## config.mk

```make
export PLATFORM = sky130hd
export DESIGN_NAME = dma_controller
export DESIGN_NICKNAME = d
export VERILOG_FILES = /design/src/rtl/dma_controller.sv
export SDC_FILE = /design/constraint.sdc
export NUM_CORES = 1
export LEC_CHECK = 0
export ABC_CLOCK_PERIOD_IN_PS = 5200
export CORE_MARGIN = 1.5
export CORE_UTILIZATION = 26
export CTS_CLUSTER_DIAMETER = 100
export DETAILED_ROUTE_END_ITERATION = 6
export MAX_ROUTING_LAYER = met4
export PLACE_DENSITY = 0.43
export RECOVER_POWER = 25
export SYNTH_ARGS = -nofsm -noshare
export SYNTH_HDL_FRONTEND = slang
export SYNTH_SLANG_ARGS = --single-unit
```

## constraint.sdc

```tcl
create_clock -name clk -period 5.2 [get_ports clk]
set_input_delay 1.56 -clock clk [delete_from_list [all_inputs] [get_ports clk]]
set_output_delay 1.56 -clock clk [all_outputs]
set_load 0.01 [all_outputs]
```

## src/rtl/dma_controller.sv

```systemverilog
// Bus-master DMA engine: CPU-programmed 8-register window, copies LEN bytes SRC->DST
// over the shared CPU bus while holding the CPU off with o_halt.
module dma_controller #(
  parameter int READ_WAIT = 1
) (
  input  logic        clk,
  input  logic        reset,
  input  logic        cs,
  input  logic        rwb,
  input  logic [2:0]  addr,
  input  logic [7:0]  i_data,
  output logic [7:0]  o_data,
  output logic        o_halt,
  output logic        o_bus_en,
  output logic [15:0] o_bus_addr,
  output logic        o_bus_rwb,
  output logic [7:0]  o_bus_data,
  input  logic [7:0]  i_bus_data,
  input  logic        i_bus_wait,
  output logic        irqb
);

  localparam int CW = (READ_WAIT < 1) ? 1 : $clog2(READ_WAIT + 1);
  localparam logic [CW-1:0] RW_LAST = CW'(READ_WAIT);

  typedef enum logic [2:0] {
    S_IDLE, S_HALT, S_READ, S_WRITE, S_RELEASE
  } state_t;

  state_t        state;
  logic [15:0]   src, dst, len;
  logic          src_inc, dst_inc, irq_en, done;
  logic [CW-1:0] wait_cnt;

  logic        busy, cpu_acc, status_rd;
  logic [15:0] src_next, dst_next;

  assign busy      = (state != S_IDLE);
  assign cpu_acc   = cs && !o_bus_en;
  assign status_rd = cpu_acc && rwb && (addr == 3'd7);
  assign src_next  = src + {15'd0, src_inc};
  assign dst_next  = dst + {15'd0, dst_inc};

  always_comb begin
    o_data = 8'h00;
    case (addr)
      3'd0: o_data = src[7:0];
      3'd1: o_data = src[15:8];
      3'd2: o_data = dst[7:0];
      3'd3: o_data = dst[15:8];
      3'd4: o_data = len[7:0];
      3'd5: o_data = len[15:8];
      3'd6: o_data = {4'b0000, irq_en, dst_inc, src_inc, 1'b0};
      3'd7: o_data = {6'b000000, done, busy};
      default: o_data = 8'h00;
    endcase
  end

  // o_bus_data doubles as the byte buffer between the READ and WRITE halves.
  always_ff @(posedge clk) begin
    if (reset) begin
      state      <= S_IDLE;
      src        <= '0;
      dst        <= '0;
      len        <= '0;
      src_inc    <= 1'b0;
      dst_inc    <= 1'b0;
      irq_en     <= 1'b0;
      done       <= 1'b0;
      wait_cnt   <= '0;
      o_halt     <= 1'b0;
      o_bus_en   <= 1'b0;
      o_bus_addr <= '0;
      o_bus_rwb  <= 1'b1;
      o_bus_data <= '0;
      irqb       <= 1'b1;
    end else begin
      // Clear first so a completion in the same cycle wins.
      if (status_rd) begin
        done <= 1'b0;
        irqb <= 1'b1;
      end
      case (state)
        S_IDLE: begin
          if (cpu_acc && !rwb) begin
            case (addr)
              3'd0: src[7:0]  <= i_data;
              3'd1: src[15:8] <= i_data;
              3'd2: dst[7:0]  <= i_data;
              3'd3: dst[15:8] <= i_data;
              3'd4: len[7:0]  <= i_data;
              3'd5: len[15:8] <= i_data;
              3'd6: begin
                src_inc <= i_data[1];
                dst_inc <= i_data[2];
                irq_en  <= i_data[3];
                if (i_data[0]) begin
                  if (len != 16'd0) begin
                    state  <= S_HALT;
                    o_halt <= 1'b1;
                  end else begin
                    done <= 1'b1;
                    if (i_data[3]) irqb <= 1'b0;
                  end
                end
              end
              default: ;
            endcase
          end
        end
        S_HALT: begin
          state      <= S_READ;
          o_bus_en   <= 1'b1;
          o_bus_rwb  <= 1'b1;
          o_bus_addr <= src;
          wait_cnt   <= '0;
        end
        S_READ: begin
          if (!i_bus_wait) begin
            if (wait_cnt == RW_LAST) begin
              state      <= S_WRITE;
              o_bus_data <= i_bus_data;
              o_bus_rwb  <= 1'b0;
              o_bus_addr <= dst;
            end else begin
              wait_cnt <= wait_cnt + 1'b1;
            end
          end
        end
        S_WRITE: begin
          if (!i_bus_wait) begin
            len       <= len - 16'd1;
            src       <= src_next;
            dst       <= dst_next;
            o_bus_rwb <= 1'b1;
            if (len == 16'd1) begin
              state    <= S_RELEASE;
              o_bus_en <= 1'b0;
            end else begin
              state      <= S_READ;
              o_bus_addr <= src_next;
              wait_cnt   <= '0;
            end
          end
        end
        S_RELEASE: begin
          state  <= S_IDLE;
          o_halt <= 1'b0;
          done   <= 1'b1;
          if (irq_en) irqb <= 1'b0;
        end
        default: state <= S_IDLE;
      endcase
    end
  end

endmodule

```

## After elaboration in Yosys (flattened, before gate mapping)

Index checks and enable logic that the tools add are counted.

| operators by class | value |
|---|---|
| eq/ne operators | 27 |
| $add $sub $neg | 4 |
| reduce and logical (&&, ||, !) cells | 28 |
| muxes and demuxes | 61 |
| bitwise logic cells | 1 |

Operators with widths:

| operator | count |
|---|---|
| two-way mux 16 bit | 10 |
| one-hot mux 16 bit (2 select lines) | 3 |
| one-hot mux 8 bit (8 select lines) | 1 |
| two-way mux 8 bit | 6 |
| one-hot mux 16 bit (3 select lines) | 1 |
| adder 16 x 1 -> 16 bit | 2 |
| AND reduction 4 bit | 8 |
| two-way mux 1 bit | 25 |
| two-way mux 3 bit | 8 |
| equality test 16 x 1 -> 1 bit (second input constant) | 1 |
| inequality test 2 bit (second input constant) | 8 |
| nonzero test 16 bit | 1 |
| subtractor 16 x 1 -> 16 bit (second input constant) | 1 |
| equality test 3 bit (second input constant) | 5 |
| inequality test 2 x 1 -> 1 bit (second input constant) | 7 |
| equality test 3 x 2 -> 1 bit (second input constant) | 4 |
| one-hot mux 3 bit (4 select lines) | 1 |
| AND reduction 5 bit | 2 |
| AND reduction 3 bit | 3 |
| one-hot mux 1 bit (2 select lines) | 4 |
| AND reduction 7 bit | 1 |
| equality test 3 x 1 -> 1 bit (second input constant) | 2 |
| logical NOT 3 bit | 2 |
| one-hot mux 1 bit (3 select lines) | 2 |
| other kinds (6) | 13 |

| word-level totals | value |
|---|---|
| bits of input ports | 24 |
| flip-flop bits (word level) | 84 |
| logic and storage cells | 139 |

## Depth between registers and ports, before layout

| depth | value |
|---|---|
| depth after elaboration | 11 |
| mapped depth | 8 |
| depth with buffers taken out | 7 |

## Worst setup path after synthesis

No wires, ideal clock.

| path | value |
|---|---|
| kind | input to output |
| from | input addr[0] |
| to | output o_data[0] |
| setup slack | 0.568 ns |
| buffers on the path | 3 |
| required time | 3.640 ns |
| cell stages on the path | 5 |
| arrival | 3.072 ns |
| cell sequence | clkbuf_1 buf_1 clkbuf_1 mux4_2 o21a_1 |

| between the ends | value |
|---|---|
| longest elaborated chain between the ends | 2 |
| elaborated cells between the ends (all ways) | 9 |
| those cells by class | eq/ne: 7; mux: 1; reduce/logical: 1 |

RTL lines:

| item | RTL line | RTL |
|---|---|---|
| from (decl) | 10 | `input logic [2:0] addr,` |
| equality test 3 bit (tied with other cells) | 46 | `case (addr)` |
| one-hot mux 8 bit (8 select lines) (*) | 46 |  |
| to (decl) | 12 | `output logic [7:0] o_data,` |

Mark *: on every way between the ends. The rest lies on a longest branch, timed or not.

## Worst setup path after layout

| path | value |
|---|---|
| from | input addr[0] |
| to | output o_data[3] |

Same word-level chain as after synthesis.

==> impl_metrics.ini <==
[floorplan]
die_w_um = 144
initial_utilization = 0.265
placement_rows = 51
die_height_um = 144
i_o_pins = 60
fp.dieArea_um2 = 20700
core_region_area_um2 = 19500

[yosys]
synth_top_cells_by_area = dfxtp_1 33%, a21oi_1 6.7%, o21ai_0 6.4%, mux2i_1 5.2%, nor2_1 4.9%
ys_async_sr_fraction = 0
synth_edf_count = 0
post_synth_xor_area_fraction = 0.00679
synth_compound_gate_area_share = 0.265
yosys.area_share.simple = 0.265
postSynthCellCount = 671
synth_fp_nets = 702
postSynthAreaPerCell_um2 = 7.69
yosys.area_share.adder = 0.0170
yosysUniqueCellTypes = 71
synth.ff_latch_count = 84
yosys.cell_count.top_type = dfxtp_1
main_combinational_cell_family_by_area_after_synthesis = compound AO/OA/AOI/OAI gates
ys_warn_count = 0
synthFlopType = dfxtp_1
ys_seq_area_frac = 0.326
netlist.area_leader.share = 0.326
synthesis.area_um2 = 5160
synth.area.mux_share = 0.0742
yosys-top-cells-count = 84 x dfxtp_1, 69 x a21oi_1, 68 x nor2_1
yosys.area.top_type = dfxtp_1

[pwr]
power.share.switching = 0.245
p_sw_mw = 0.364
p_clk_frac = 0.464
ir_drop_mv = 0.142
leakage_nw = 2.28
power_mw = 1.49
combinationalPowerShare = 0.091
power_report.internal_total_mw = 1.12
seq_power_share = 0.445
cellPowerDensity_nw_per_um2 = 233

[finish]
layout-drive-gt1-share = 0.0824
multi_input_area_um2 = 3240
insertedDiodeCount = 0
total_area_of_sequential_cells_um2 = 1680
layout.cells.non_filler = 981
final_net_count = 743
finished_core_util = 0.328
fillerInstances = 2067
post-route-cell-area_um2 = 6370
area_delta_synth_final_pct = 23.5

[routing]
detail_route.vias_per_cell = 5.53
detailedRoute.firstIterationViolations = 379
drt_drc_violations_left = 0
totalWireLength_mm = 20.1
route.vias.total = 5425
drt.antenna.violating_nets = 0
drtPass1Iterations = 5
avgRoutedWirePerCell_um = 20.5

[flow_run]
max-cap-violations = 0

[setup_path]
worst-endpoint-arrival_ns = 3.56
criticalPathCategory = input port to output pin
r2r_end = dst[5]$_SDFFE_PP0P_
r2r_slack_ns = 2.53
reg2reg_depth = 6
worst-path-max-fanout = 18
kind_of_capture_point_of_the_worst_setup_path = output pin
cp-start-kind = input port
crit_required_ns = 3.64
timing.rr.start = state[2]$_SDFFE_PP0P_

[global_route]
grt_use_total = 0.203
first_pass_grt_wire_length_mm = 30.8
grt_start_max_net_pins = 59
grt_remaining_overflow = 0
vias_in_the_first_global_route = 5155
grt.busiest_layer = met2
grt_use_met3 = 0.0330
use_met1 = 0.262
met2_usage = 0.321
initial_antenna_violation_count = 0

[cts]
cts_buffers = 9
cts-htree-levels = 3
holdBufCountCts = 0
worstSkewPairLatency_ns = 0.35
cts-root-buf = clkbuf_16
worst_setup_hold_path_clk_slew_ns = 0.06
clock-sinks = 84
tritoncts = built
cts-root-to-sink-buffers = 2

[timing]
finClkSkew_ns = 0.00536
setup_total_negative_slack_ns = 0
share_of_the_clock_period_used_by_the_worst_path_after_layout = 0.985
final_period_minus_worst_setup_slack_ns = 5.12
slew_headroom = 0.209
worst_hold_slack_ns = 0.469
timing_max_transition_violations_final = 0
maximum_frequency_from_static_timing_analysis_ghz = 0.195
hold_viol_final = 0
timing.final.ws_setup_ns = 0.0770
count_of_final_setup_violators = 0
worst_slew_pin_slew_ns = 1.18
setup_repair_after_global_routing_missed_its_margin = no

[min_path]
timing.hold.worst.start = o_bus_addr[3]$_SDFFE_PP0P_
min_delay_path_depth = 2
hold_path_end = o_bus_addr[3]$_SDFFE_PP0P_
hp-class = register to register

[placed_design]
place_worst_setup_slack_ns = 0.0949
gp_congestion = 0.959
post-place-cells = 966
io_buffer_count = 59
placed_wire_length_estimate_after_detailed_placement_mm = 14.5
dpl_cell_area_um2 = 6070

[status]
outcome = finished, final reports clean
-- power groups by stage --
stage               Combinational (mW)  Sequential, mW  Clock, mW
detailed placement               0.135           0.675          0
CTS                              0.135           0.661      0.713
floorplan                       0.0729           0.669          0
global route                     0.146           0.662      0.729
global placement                 0.134           0.676          0
finish                           0.135           0.661      0.689
-- registers in the layout, summed over array words and instances, names as in the netlist --
register	count
dst	16
len	16
o_bus_addr	16
src	16
o_bus_data	8
state	3
done	1
dst_inc	1
irq_en	1
irqb	1
o_bus_en	1
o_bus_rwb	1
o_halt	1
src_inc	1
wait_cnt	1
-- kinds of logic after synthesis --
family / after synthesis
multiplexers: 34
AO/OA/AOI/OAI: 220
AND/OR/NAND/NOR: 262
buffers and inverters: 60
adder cells (fa/ha/maj): 7
flip-flops: 84
XOR/XNOR: 4
-- layout make-up --
cell class,count,share of cell area
multi-input cells,527,0.509
clock buffers,10,0.0359
repair buffers,81,0.122
inverters,9,0.00530
clock inverters,5,0.0122
flip-flops and latches,84,0.264
well taps,265,0.0520
-- critical path: stages --
cell             delay (ns)
clkdlybuf4s50_1        0.51
buf_12                 0.17
mux4_2                 0.51
mux2_2                 0.31
clkdlybuf4s50_1        0.49
-- repair_timing --
item / in CTS / in global routing
gates resized for setup: 0 / 2
buffers inserted: 0 / 0
endpoints found under the setup margin: 0 / 3
-- worst max path at each step --
| stage | startpoint | end | slack (ns) | cells after the start |
|---|---|---|---|---|
| 6_report | addr[0] | o_data[3] | 0.08 | 5 |
| 5_1_grt | addr[2] | o_data[7] | 0.03 | 7 |
| 4_1_cts | addr[0] | o_data[3] | 0.07 | 5 |
| 3_5_place_dp | addr[0] | o_data[3] | 0.09 | 5 |
| 3_3_place_gp | addr[0] | o_data[3] | 0.11 | 5 |
| 2_1_floorplan | addr[0] | o_data[0] | 0.57 | 5 |
-- cell usage in the layout, fill, tap and decap left out, types with 8 or more instances in the layout --
master / instances
dfxtp_1: 84
a21oi_1: 69
nor2_1: 68
o21ai_0: 66
nand2_1: 64
clkdlybuf4s50_1: 30
mux2i_1: 27
dlygate4sd3_1: 27
buf_4: 20
nor3_1: 16
a311oi_1: 14
nand4_1: 13
nor4_1: 12
nand3_1: 12
a211oi_1: 11
and3_1: 11
nor3b_1: 10
clkbuf_16: 9
nor2b_1: 8
nand2b_1: 8
and2_1: 8
a31oi_1: 8
inv_1: 8
-- per-layer routing --
| layer | routed length (um) | part of all wire | vias up |
|---|---|---|---|
| met1 | 9200 | 0.46 | 2626 |
| met5 | 0 | 0 | - |
| met3 | 914 | 0.046 | 30 |
| li1 | - | - | 2585 |
| met4 | 524 | 0.026 | 0 |
| met2 | 9450 | 0.47 | 184 |
No activity file was read; power rests on OpenSTA's default activity.
==> patch 1 (same settings) <==
The 5 states of `state_t` get a one-hot encoding in 5 bits.
--- a/src/rtl/dma_controller.sv
+++ b/src/rtl/dma_controller.sv
@@ -23,8 +23,8 @@
   localparam int CW = (READ_WAIT < 1) ? 1 : $clog2(READ_WAIT + 1);
   localparam logic [CW-1:0] RW_LAST = CW'(READ_WAIT);
 
-  typedef enum logic [2:0] {
-    S_IDLE, S_HALT, S_READ, S_WRITE, S_RELEASE
+  typedef enum logic [4:0] {
+    S_IDLE = 5'b00001, S_HALT = 5'b00010, S_READ = 5'b00100, S_WRITE = 5'b01000, S_RELEASE = 5'b10000
   } state_t;
 
   state_t        state;
Behaviour: no difference found for any inputs over 4 cycles, from zero or initial values and one cycle with reset high; so few cycles prove little.
==> patch 1 against the unedited design <==
The run now ends with capacitance limit, slew limit left; setup slack gained 0.023 ns; non-clock buffer count shrank 7; final area grew 1.0%; combinational power grew 26%; hold slack lost 0.017 ns; sequential cell count grew 2; final cell count grew 1.5%; first-iteration DRC count grew 9.2%; die area grew 4.5%; power grew 3.2%; synthesized area grew 4.6%; count of clock-buffer cells in the layout shrank 1; wire length grew 7.2%; register-to-register slack lost 2.2 ns; critical endpoint is now o_data[1]; highest routed layer unchanged.
==> patch 1: results (changes against the unedited design) <==
Switch Pwr=419 uW (+15%); met1 track demand over resource=26.1% (-0.087 points); GP Congestion=0.918 (-4.2%); routed len/inst=21.6 um (+5.6%); clk_lat worst skew=0.36 ns; Synth area leaders=dfxtp_1 32%, a21oi_1 6.2%, o21ai_0 6.2%, nand2_1 4.2%, nor2_1 3.8%; worst slew pin tran=2.82 ns (+1.64 ns); Post-synth EDFFs=0 (unchanged); first-pass GRT wire length=32700 um (+6.2%); Highest Signal Layer=met4; grt met3 use=4.94% (+1.6 points); Commonest cells post-synth=86 x dfxtp_1, 67 x a21oi_1, 67 x o21ai_0; WL met3=1510 um (+65%); largest net degree at the start of global routing=58 (-1.7%); post-CTS resize count=2 (+2); met1 WL=9480 um (+3.0%); met2 Resource Use GR=31.4% (-0.68 points); Net Count, Synth=721 (+2.7%); # diodes=0 (unchanged); WP data arrival=3.54 ns (-0.02 ns); CP max-delay cell=clkdlybuf4s50_1; crit-path max cell delay=0.69 ns (+0.18 ns); sequential area share after synthesis=31.9% (-0.69 points); CTS Buf Count=9 (unchanged); first drt pass iteration count=5 (unchanged); yosys warns=0 (unchanged); first-iteration detailed-routing DRC count=414 (+9.2%); P_clk=665 uW (-3.5%); H-tree lvl count=3 (unchanged); Cell variety after synth=75 (+5.6%); clock tree buffer depth=2 (unchanged); initial antenna violation count=0 (unchanged); root buffer cell=clkbuf_16; clock network fraction of design power=43.4% (-3.0 points); Post CTS Setup Buffer Count=0 (unchanged); nets=752 (+1.2%); layout cells sized above 1=8.54% (+0.30 points); clock-pin slew on the worst setup and hold paths=0.06 ns (about the same); DR vias/cell=5.65 (+2.2%); VDD IR max=139 uV (-1.9%); cell area after placement=0.00616 mm^2 (+1.5%); Max-Cap Viols=3 (+3); failing checks=capacitance limit, slew limit; Comb pwr share=11.1% (+2.0 points); fraction of registers with async set/reset=0% (unchanged); worst hold path class=flop to flop; DRT antenna net count=0 (unchanged); met2 wire len=9800 um (+3.7%); status=finished, violations left; Worst Skew=0.0134 ns (+0.00805 ns); Worst path top cell family by delay=buffers and inverters; PortBufs=59 (unchanged); leakage=0.00211 uW (-7.6%); CP max FO=9 (-9); total track usage=20.6% (+0.27 points); fin. max-slew vios=86 (+86); vias in the first global route=5322 (+3.2%); Final HPWL DP=15500 um (+6.8%)
==> patch 1: changes by cell type after synthesis, sizes merged, moves of 13 or more <==
cell and delta:
buf +19, nand3 +15, mux2i -16, clkbuf -16, o22ai +13, o21ai +14, nor2 -15
==> patch 1: cell families (layout without fill, tap and decap cells) <==
| logic type | Yosys count | after routing | synth area share (%) |
|---|---|---|---|
| AND/OR/NAND/NOR | 246 | 246 | 24.4 |
| flip-flops | 86 | 86 | 31.9 |
| AO/OA/AOI/OAI | 259 | 259 | 30.2 |
| XOR/XNOR | 2 | 2 | 0.325 |
| multiplexers | 21 | 21 | 5.17 |
| adder cells (fa/ha/maj) | 7 | 7 | 1.62 |
| buffers and inverters | 69 | 105 | 6.35 |
==> patch 1: final timing paths <==
check           startpoint       endpoint  slack (ns)  depth (start not counted)
max reg2reg       state[2]        dst[10]        0.34                          5
min reg2reg  o_bus_data[3]  o_bus_data[3]        0.45                          2
max                addr[1]      o_data[1]         0.1                          6
min          o_bus_data[3]  o_bus_data[3]        0.45                          2
==> patch 1: stage by stage <==
stage / setup TNS [ns] / worst slack, ns / std cells / utilization (%)
6_report: 0 / 0.0996 / 996 / 31.7
5_1_grt: 0 / 0.000574 / 996 / 31.7
4_1_cts: 0 / 0.0784 / 996 / 31.8
3_5_place_dp: -0.0979 / -0.0472 / 980 / 30.3
3_3_place_gp: -0.0383 / -0.0193 / 980 / 30.3
2_1_floorplan: 0 / 0.864 / 690 / -
==> patch 1: cell type report <==
class | instances | area (um^2)
fill | 2179 | 13900
multi-input combinational | 535 | 3320
sequential | 86 | 1720
timing repair buffer | 74 | 708
tap | 270 | 338
clock buffer | 9 | 225
clock inverter | 7 | 73.8
inverter | 15 | 56.3
==> patch 2 (same settings) <==
Made on the original files. Put one more register stage on the output `irqb`, without a reset. The value now appears one clock later. The other outputs are not delayed to match.
--- a/src/rtl/dma_controller.sv
+++ b/src/rtl/dma_controller.sv
@@ -26,6 +26,8 @@
   typedef enum logic [2:0] {
     S_IDLE, S_HALT, S_READ, S_WRITE, S_RELEASE
   } state_t;
+
+  logic irqb_s0;
 
   state_t        state;
   logic [15:0]   src, dst, len;
@@ -73,12 +75,12 @@
       o_bus_addr <= '0;
       o_bus_rwb  <= 1'b1;
       o_bus_data <= '0;
-      irqb       <= 1'b1;
+      irqb_s0    <= 1'b1;
     end else begin
       // Clear first so a completion in the same cycle wins.
       if (status_rd) begin
         done <= 1'b0;
-        irqb <= 1'b1;
+        irqb_s0 <= 1'b1;
       end
       case (state)
         S_IDLE: begin
@@ -100,7 +102,7 @@
                     o_halt <= 1'b1;
                   end else begin
                     done <= 1'b1;
-                    if (i_data[3]) irqb <= 1'b0;
+                    if (i_data[3]) irqb_s0 <= 1'b0;
                   end
                 end
               end
@@ -147,12 +149,16 @@
           state  <= S_IDLE;
           o_halt <= 1'b0;
           done   <= 1'b1;
-          if (irq_en) irqb <= 1'b0;
+          if (irq_en) irqb_s0 <= 1'b0;
         end
         default: state <= S_IDLE;
       endcase
     end
   end
 
+  always_ff @(posedge clk) begin
+    irqb <= irqb_s0;
+  end
+
 endmodule
 
Function: changed (a bounded check fails within 4 cycles, from zero or initial values and one cycle with reset high).
==> patch 2 against the unedited design <==
First-iteration DRC count rose by 17%; final area barely moved; count of clock-buffer cells in the layout rose by 2; critical path type unchanged; register-to-register slack barely moved; critical endpoint is now o_data[5]; wire length fell by 0.30%; sequential cell count rose by 1; global-route usage barely moved; hold slack got worse by 0.11 ns; maximum frequency barely moved; power fell by 3.2%; synthesized area rose by 0.39%; synthesized cell count rose by 0.15%; sequential share of layout area rose by 0.32 points; setup slack got worse by 0.0040 ns; largest cell class unchanged.
==> patch 2: results (changes against the unedited design) <==
reg2reg start=src[0]; Rel. slew slack=30.4% (+9.5 points); VDD IR max=167 uV (+17%); vias in the first global route=4895 (-5.0%); DR vias/cell=5.50 (-0.55%); first-pass GRT wire length=30700 um (-0.38%); layout cells sized above 1=8.22% (-0.023 points); Hold Path Depth=0 (-2); Fill cells=2086 (+0.92%); R2R depth=7 (+1); dpl cells=967 (+0.10%); GP Congestion=0.938 (-2.1%); CP max FO=26 (+8); CTS Buf Count=9 (unchanged); Synth Area in Compound Gates=26.4% (-0.10 points); Synth Area in Adders=1.69% (-0.0066 points); nets=744 (+0.13%); status=finished clean; largest net degree at the start of global routing=51 (-14%); Synth Area in XOR/XNOR=0.676% (-0.0026 points); first drt pass iteration count=5 (unchanged); Commonest cells post-synth=85 x dfxtp_1, 69 x a21oi_1, 68 x nor2_1; Post CTS Setup Buffer Count=0 (unchanged); WP data arrival=3.57 ns (about the same); Worst Skew=0.0112 ns (+0.00581 ns); Cell variety after synth=71 (unchanged); first-iteration detailed-routing DRC count=442 (+17%); leakage=0.00226 uW (-0.86%); Post-Syn Instances=672 (+0.15%); Non-Filler Instances=983 (+0.20%); Final HPWL DP=14600 um (+0.56%); H-tree lvl count=3 (unchanged); final WL=20000 um (-0.30%); post-synthesis mux area share=7.39% (-0.029 points); pre-CTS setup slack=0.0650 ns (-0.0299 ns); worst hold path class=flop to flop; Net Count, Synth=703 (+0.14%); total track usage=20.3% (about the same)
## patch 2: kinds of logic after synthesis
logic type	count (synthesis)
adder cells (fa/ha/maj)	7
AO/OA/AOI/OAI	220
AND/OR/NAND/NOR	262
flip-flops	85
buffers and inverters	60
multiplexers	34
XOR/XNOR	4
## patch 2: power by group
group | switching [uW] | internal (uW) | total (uW)
registers | 11.9 | 657 | 669
clock network | 296 | 340 | 637
logic | 77.8 | 54.7 | 132
## patch 2: path summary, 6_finish.rpt
kind	endpoint	slack [ns]
max	o_data[5]	0.07
min	irqb	0.36
max reg2reg	o_bus_addr[12]	2.54
min reg2reg	irqb	0.36
## patch 2: worst max-delay path, stage by stage
cell and delay [ns]:
clkdlybuf4s50_1 0.52, buf_12 0.19, mux4_2 0.53, a22o_1 0.27, clkdlybuf4s50_1 0.48
## patch 2: cell type report
cell class | instances | area [um^2] | area share [%]
Sequential cell | 85 | 1700 | 26.7
Multi-Input combinational cell | 527 | 3250 | 51.0
Tap cell | 265 | 332 | 5.20
Clock inverter | 4 | 32.5 | 0.510
Clock buffer | 12 | 246 | 3.87
Inverter | 9 | 33.8 | 0.530
Timing Repair Buffer | 81 | 778 | 12.2
## patch 2: metal layers
| layer | GRT usage, % | routed length, um |
|---|---|---|
| met4 | 5.74 | 354 |
| met3 | 3.94 | 949 |
| met5 | - | 0 |
| met1 | 28.3 | 9670 |
| met2 | 29.8 | 9050 |
## patch 2: metrics by stage
step | cell area, um^2 | hold WS [ns] | util (%)
floorplan | 5180 | 0.326 | -
global placement | 6090 | 0.345 | 31.2
detailed placement | 6090 | 0.348 | 31.2
CTS | 6360 | 0.360 | 32.6
global route | 6370 | 0.362 | 32.6
finish | 6370 | 0.355 | 32.6
